===== src/rtl/layer_fifo_adapt.sv =====
// layer_fifo_adapt
//   Inter-layer stream FIFO between conv stages with lane-count adaptation.
//   The producer writes IN_LANES lanes per beat and the consumer reads
//   OUT_LANES lanes per beat. Three modes are supported:
//     - equal    (IN == OUT): plain FIFO.
//     - downsize (IN  > OUT): each stored word is read back over k beats.
//     - upsize   (IN  < OUT): k write beats are packed into one stored word.
//   Every stored word is MAXL = max(IN_LANES, OUT_LANES) lanes wide. Read
//   data is show-ahead: a combinational mux of the head word, forced to zero
//   while empty.
//   Optional feature: define LAYER_FIFO_PEAK_EN to track a high-water mark of
//   count on peak_count. Without it peak_count is tied to zero.
// Ports
//   clk, rst_n     clock (rising edge), asynchronous active-low reset
//   wr_data/wr_en  write beat (lane 0 in LSBs) and strobe
//   full           no free stored word
//   almost_full    count >= ALMOST_FULL_THRES (upstream backpressure)
//   rd_data/rd_en  show-ahead head beat and pop strobe
//   empty          no readable beat
//   count          stored words; an incomplete pack is not counted
//   overflow       sticky: a write was dropped because the FIFO was full
//   underflow      sticky: a read was issued while empty
//   peak_count     high-water mark of count (LAYER_FIFO_PEAK_EN only)
module layer_fifo_adapt #(
    parameter int LANE_WIDTH        = 8,
    parameter int IN_LANES          = 2,
    parameter int OUT_LANES         = 2,
    parameter int DEPTH             = 16,
    parameter int ALMOST_FULL_THRES = 10
) (
    input  logic                             clk,
    input  logic                             rst_n,
    input  logic [LANE_WIDTH*IN_LANES-1:0]   wr_data,
    input  logic                             wr_en,
    output logic                             full,
    output logic                             almost_full,
    output logic [LANE_WIDTH*OUT_LANES-1:0]  rd_data,
    input  logic                             rd_en,
    output logic                             empty,
    output logic [$clog2(DEPTH):0]           count,
    output logic                             overflow,
    output logic                             underflow,
    output logic [$clog2(DEPTH):0]           peak_count
);

    localparam int MAXL = (IN_LANES > OUT_LANES) ? IN_LANES : OUT_LANES;
    localparam int MINL = (IN_LANES > OUT_LANES) ? OUT_LANES : IN_LANES;
    localparam int K    = MAXL / MINL;
    localparam int KW   = (K > 1) ? $clog2(K) : 1;
    localparam int IW   = LANE_WIDTH * IN_LANES;
    localparam int OW   = LANE_WIDTH * OUT_LANES;
    localparam int MW   = LANE_WIDTH * MAXL;
    localparam int AW   = $clog2(DEPTH);
    localparam int CW   = AW + 1;

    logic [MW-1:0] mem [DEPTH];
    logic [AW-1:0] wr_ptr;
    logic [AW-1:0] rd_ptr;
    logic [CW-1:0] count_q;

    logic          commit;       // a full word enters storage this edge
    logic          retire;       // the head word leaves storage this edge
    logic          drop;         // write beat lost because storage is full
    logic          rd_ok;        // a read beat is consumed this edge
    logic [MW-1:0] commit_word;
    logic [MW-1:0] head_word;
    logic [OW-1:0] head_beat;

    assign full        = (count_q == CW'(DEPTH));
    assign almost_full = (count_q >= CW'(ALMOST_FULL_THRES));
    assign empty       = (count_q == '0);
    assign count       = count_q;
    assign rd_ok       = rd_en && !empty;
    assign head_word   = mem[rd_ptr];
    assign rd_data     = empty ? '0 : head_beat;

    // Write side: either pass beats straight through or pack them.
    if (OUT_LANES > IN_LANES) begin : g_pack
        logic [KW-1:0]    pack_idx;
        logic [MW-IW-1:0] pack_reg;
        logic             last_beat;

        assign last_beat   = (pack_idx == KW'(K - 1));
        // Earlier beats only touch the pack register, so they are taken
        // even while full; only the completing beat needs a free slot.
        assign commit      = wr_en && last_beat && !full;
        assign drop        = wr_en && last_beat && full;
        assign commit_word = {wr_data, pack_reg};

        always_ff @(posedge clk or negedge rst_n) begin
            if (!rst_n) begin
                pack_idx <= '0;
            end else if (wr_en && !drop) begin
                pack_idx <= last_beat ? '0 : pack_idx + 1'b1;
            end
        end

        always_ff @(posedge clk) begin
            if (wr_en && !last_beat) begin
                pack_reg[int'(pack_idx)*IW +: IW] <= wr_data;
            end
        end
    end else begin : g_direct_wr
        assign commit      = wr_en && !full;
        assign drop        = wr_en && full;
        assign commit_word = wr_data;
    end

    // Read side: either hand out whole words or split them into beats.
    if (IN_LANES > OUT_LANES) begin : g_split
        logic [KW-1:0] split_idx;

        assign retire    = rd_ok && (split_idx == KW'(K - 1));
        assign head_beat = head_word[int'(split_idx)*OW +: OW];

        always_ff @(posedge clk or negedge rst_n) begin
            if (!rst_n) begin
                split_idx <= '0;
            end else if (rd_ok) begin
                split_idx <= retire ? '0 : split_idx + 1'b1;
            end
        end
    end else begin : g_direct_rd
        assign retire    = rd_ok;
        assign head_beat = head_word;
    end

    // Control state: pointers, occupancy and sticky error flags.
    always_ff @(posedge clk or negedge rst_n) begin
        if (!rst_n) begin
            wr_ptr    <= '0;
            rd_ptr    <= '0;
            count_q   <= '0;
            overflow  <= 1'b0;
            underflow <= 1'b0;
        end else begin
            if (commit) wr_ptr <= wr_ptr + 1'b1;
            if (retire) rd_ptr <= rd_ptr + 1'b1;
            case ({commit, retire})
                2'b10:   count_q <= count_q + 1'b1;
                2'b01:   count_q <= count_q - 1'b1;
                default: count_q <= count_q;
            endcase
            if (drop)           overflow  <= 1'b1;
            if (rd_en && empty) underflow <= 1'b1;
        end
    end

    // Storage array is data only and is deliberately left uncleared.
    always_ff @(posedge clk) begin
        if (commit) mem[wr_ptr] <= commit_word;
    end

`ifdef LAYER_FIFO_PEAK_EN
    logic [CW-1:0] peak_q;

    always_ff @(posedge clk or negedge rst_n) begin
        if (!rst_n) begin
            peak_q <= '0;
        end else if (count_q > peak_q) begin
            peak_q <= count_q;
        end
    end

    assign peak_count = peak_q;
`else
    assign peak_count = '0;
`endif

endmodule


===== config.mk =====
export PLATFORM = sky130hd
export DESIGN_NAME = layer_fifo_adapt
export DESIGN_NICKNAME = d
export VERILOG_FILES = /design/src/rtl/layer_fifo_adapt.sv
export SDC_FILE = /design/constraint.sdc
export NUM_CORES = 1
export LEC_CHECK = 0
export BUFFER_PORTS_ARGS = -buffer_cell sky130_fd_sc_hd__buf_2
export CAP_MARGIN = 10
export CORE_MARGIN = 2
export CORE_UTILIZATION = 61
export CTS_CLUSTER_SIZE = 30
export DETAILED_ROUTE_END_ITERATION = 6
export PLACE_DENSITY = 0.84
export SYNTH_ARGS = -nofsm -noshare
export SYNTH_HDL_FRONTEND = slang
export SYNTH_SLANG_ARGS = --single-unit

===== constraint.sdc =====
create_clock -name clk -period 3.1 [get_ports clk]
set_input_delay 0.465 -clock clk [delete_from_list [all_inputs] [get_ports clk]]
set_output_delay 0.465 -clock clk [all_outputs]
set_load 0.02 [all_outputs]

==> metrics list <==
* Required time at the worst-slack endpoint: 2630 ps
- Vias per std cell: 6.40
* Adder-cell share of the synthesized area: 1.05%
- Min-Delay Path Class: in2reg
- Main combinational cell family by area after synthesis: multiplexers
* Average detailed-routed wire length per instance: 27.4 um
- Post-synthesis async set-or-reset flop share: 5.54%
- Count of clock tree sinks: 271
* Row cnt: 48
- Vias in the first global route: 5707
- The die covers 18700 um^2.
- Clock skew on the completed layout was measured at 10.2 ps.
- The average instance in the mapped netlist occupies 20.7 um^2.
* Flop and latch count out of synthesis: 271
* Proportion of synthesized chip area in sequential cells: 75.1%
* Commonest non-fill, non-tap cells in the layout: sky130_fd_sc_hd__edfxtp_1, sky130_fd_sc_hd__mux4_2, sky130_fd_sc_hd__buf_2, sky130_fd_sc_hd__clkbuf_16, sky130_fd_sc_hd__buf_4
- Initial core utilization: 62.3%
- Share of layout cells above drive strength 1: 34.1%
* Residual DRC: 0
* DPL Wire Length: 14.2 mm
* Pin slew with the least headroom to its limit: 838 ps
- Timing would allow up to 0.325 GHz.
- Pwr/cell area: 955 nW/um^2
- Worst path slowest cell: sky130_fd_sc_hd__mux4_2
- CTS built an H-tree with a depth of 1.
- Last weighted congestion value of the routability-driven placer: 0.848
- Placed Cells: 791
- Synth cell types: 36
- Critical Path End Type: primary output
* Path type of the worst setup path: reg2out
* Hold Path Cell Cnt: 2
* Area delta synth->final: 15.9%
* Number of fill cells in the layout: 939
- In the global route stage, met1 resource usage came out at 35.3%.
* Post-Route Hold Slack: 174 ps
* Setup TNS after final layout: 0 ps
* Dominant synthesized flop cell: sky130_fd_sc_hd__edfxtp_1
- Complex-gate fraction of the synthesized area: 2.38%
* Largest net degree at the start of global routing: 26
- Total global routing overflow: 0
- For this block, the initial DRC count from the detailed router was 638.
- Nets@finish: 630
- After clock tree synthesis, the clock-pin slew on the worst setup and hold paths is 70 ps.
- TritonCTS clock tree: built
- Standard cell area after detailed placement: 11500 um^2
- The mapped netlist covers 10700 um^2.
- In this run the most used layer during global routing was met2.
* Layout Cells excl Fill: 847
* Setup repair after global routing missed its margin: yes
* CTS Buf Count: 26
- For this block, the via count after detailed routing is 5421.
- Run status: finished, final reports clean
- Worst IR drop on VDD: 0.00101 V
* R2r setup slk: 210 ps
- Once detail routing completed, the nets flagged for antenna violations numbered 0.
- Clock tree synthesis selected as its root buffer the cell sky130_fd_sc_hd__clkbuf_16.
- The worst register-to-register path begins at count[2].
- The floorplan step set the die width to 137 um.
- The Yosys step of the flow raised 0 warnings.
- Final design area excluding fillers: 12400 um^2
- Sort of element at the start of the critical path: flip-flop
- The hold violation total from the final report was 0.
- For this run, global-route usage on met2 was measured as 43.9%.
- In the global route stage, overall resource usage came out at 26.2%.
* Worst max-slew margin expressed relative to the limit: 44.1%
- Max-cap violations in this run came to 0.
- The library cell used most frequently in the layout, excluding fill and tap cells, is sky130_fd_sc_hd__edfxtp_1.
- Pin placement for this block handled 51 I/O pins.
* First-pass DRT Iterations: 5
- In this run the most critical hold path is launched from wr_en.
* End of the worst hold path: overflow
- Xor-xnor portion of the synthesized cell area: 0.897%
* Largest driver fanout on the critical path: 13
* Cell-by-cell trace of the critical path: buf_12, buf_6, mux4_2, mux2_2, o21ai_0, a21oi_1, buf_2
- Post-layout min period: 3080 ps
* Number of cells traversed by the worst register-to-register path: 10
- Total detailed-routing wirelength: 23.2 mm
* Worst path arrival time: 2610 ps
- Number of buffers between clock root and the deepest sink: 3
- Wire length of the first global-routing pass: 34.9 mm
- The worst register-to-register path ends at count[4].
- In this design, the stage delay of the slowest critical-path cell is 550 ps.
* Number of antenna violations at the first check in global routing: 0
- Summing the areas of all and, or, nand and nor instances in the mapped netlist gives 1.88% of the synthesized area.
- Lkg Pwr: 4.22 nW
- Height of the chip: 137 um
* Number of buffers inserted by port buffering: 45
- Post-layout power: 0.0119 W
- After floorplanning, the core was sized to cover 17200 um^2.
- Yosys mapped a number of flops with a built-in enable equal to 256.
- Dividing the final minimum period by the clock period gives 99.2%.
- Multiplexer fraction of the synthesized cell area: 16.8%
- Fraction of met3 tracks used by global routing: 4.89%
- Gate Count Post-Synth: 518
* Slew Limit Fails: 0
- Later-pin clock latency in the skew report: 520 ps
- Number of failing setup endpoints in the final timing report: 0
==> report_power, final <==
group          switching (W)  internal [W]
Combinational        0.00207       0.00185
Sequential          0.000384       0.00446
Clock                0.00128       0.00183
==> per-layer routing <==
layer  routed length, um  up-vias
met2               12000      290
met4                 573        0
met3                1910       43
met5                   0        -
met1                8660     2816
li1                    -     2272
==> critical path, delay by kind of cell (launching register included) <==
kind            cells  cell delay, ps
flops               1             440
compound gates      2             260
buf+inv             3             550
mux                 2             830
==> cell type report <==
type                            count  area [um^2]  share of cell area (%)
Antenna cell                        1         2.50                  0.0201
Tap cell                          225          282                    2.26
Clock buffer                       32          694                    5.58
Multi-Input combinational cell    211         2510                    20.2
Inverter                            6         22.5                   0.181
Clock inverter                     16          149                    1.20
Sequential cell                   271         8070                    64.9
Timing Repair Buffer               85          709                    5.70
==> flip-flops by register name, indices dropped and copies added, names as in the netlist <==
signal and cells:
count 5, overflow 1, mem 256, wr_ptr 4, rd_ptr 4, underflow 1
==> stage by stage <==
step	setup slack, ps	utilization [%]
floorplan	269	-
global placement	486	66.8
detailed placement	275	66.8
CTS	11.8	72.0
global route	-50.2	72.2
finish	25.0	72.2
==> cells by family after synthesis <==
logic type / after synthesis
flops: 271
mux: 98
compound gates: 46
simple gates: 42
buf+inv: 40
xor+xnor: 11
fa+ha+maj: 9
other cells: 1
==> cells in the mapped netlist, types with 2 or more instances <==
cell type | n | share of area [%]
sky130_fd_sc_hd__edfxtp_1 | 256 | 72
sky130_fd_sc_hd__mux4_2 | 64 | 13
sky130_fd_sc_hd__a21oi_1 | 19 | 0.89
sky130_fd_sc_hd__mux2_2 | 18 | 1.9
sky130_fd_sc_hd__mux2i_1 | 16 | 1.5
sky130_fd_sc_hd__o21ai_0 | 16 | 0.75
sky130_fd_sc_hd__dfrtp_1 | 15 | 3.5
sky130_fd_sc_hd__nor2_1 | 15 | 0.52
sky130_fd_sc_hd__buf_2 | 14 | 0.65
sky130_fd_sc_hd__clkbuf_1 | 11 | 0.38
sky130_fd_sc_hd__ha_1 | 9 | 1.0
sky130_fd_sc_hd__nand2_1 | 8 | 0.28
sky130_fd_sc_hd__xnor2_1 | 7 | 0.57
sky130_fd_sc_hd__inv_1 | 6 | 0.21
sky130_fd_sc_hd__buf_4 | 5 | 0.35
sky130_fd_sc_hd__nand2b_1 | 5 | 0.29
sky130_fd_sc_hd__nor3_1 | 4 | 0.19
sky130_fd_sc_hd__xor2_1 | 4 | 0.33
sky130_fd_sc_hd__a21o_1 | 3 | 0.21
sky130_fd_sc_hd__o21ai_1 | 3 | 0.14
sky130_fd_sc_hd__and3_1 | 2 | 0.12
sky130_fd_sc_hd__buf_1 | 2 | 0.070
sky130_fd_sc_hd__buf_6 | 2 | 0.21
sky130_fd_sc_hd__nand3_1 | 2 | 0.093
==> how the worst max path moves through the flow <==
stage,startpoint,to,slack (ps),depth (start not counted)
after floorplan,count[1],mem[3][0],270,5
after global placement,count[2],count[4],490,10
after detailed placement,count[2],count[4],270,10
after CTS,rd_ptr[1],rd_data[8],10,6
after global routing,rd_ptr[1],rd_data[10],-50,7
final,rd_ptr[1],rd_data[10],20,7
==> what timing repair did <==
action | 4_1_cts | 5_1_grt
gates cloned | 0 | 0
gates resized for setup | 1 | 8
hold buffers | 1 | 0
setup buffers | 4 | 2
endpoints found under the hold margin | 15 | 0
setup endpoints to repair | 7 | 9
No activity file was read; power rests on OpenSTA's default activity.
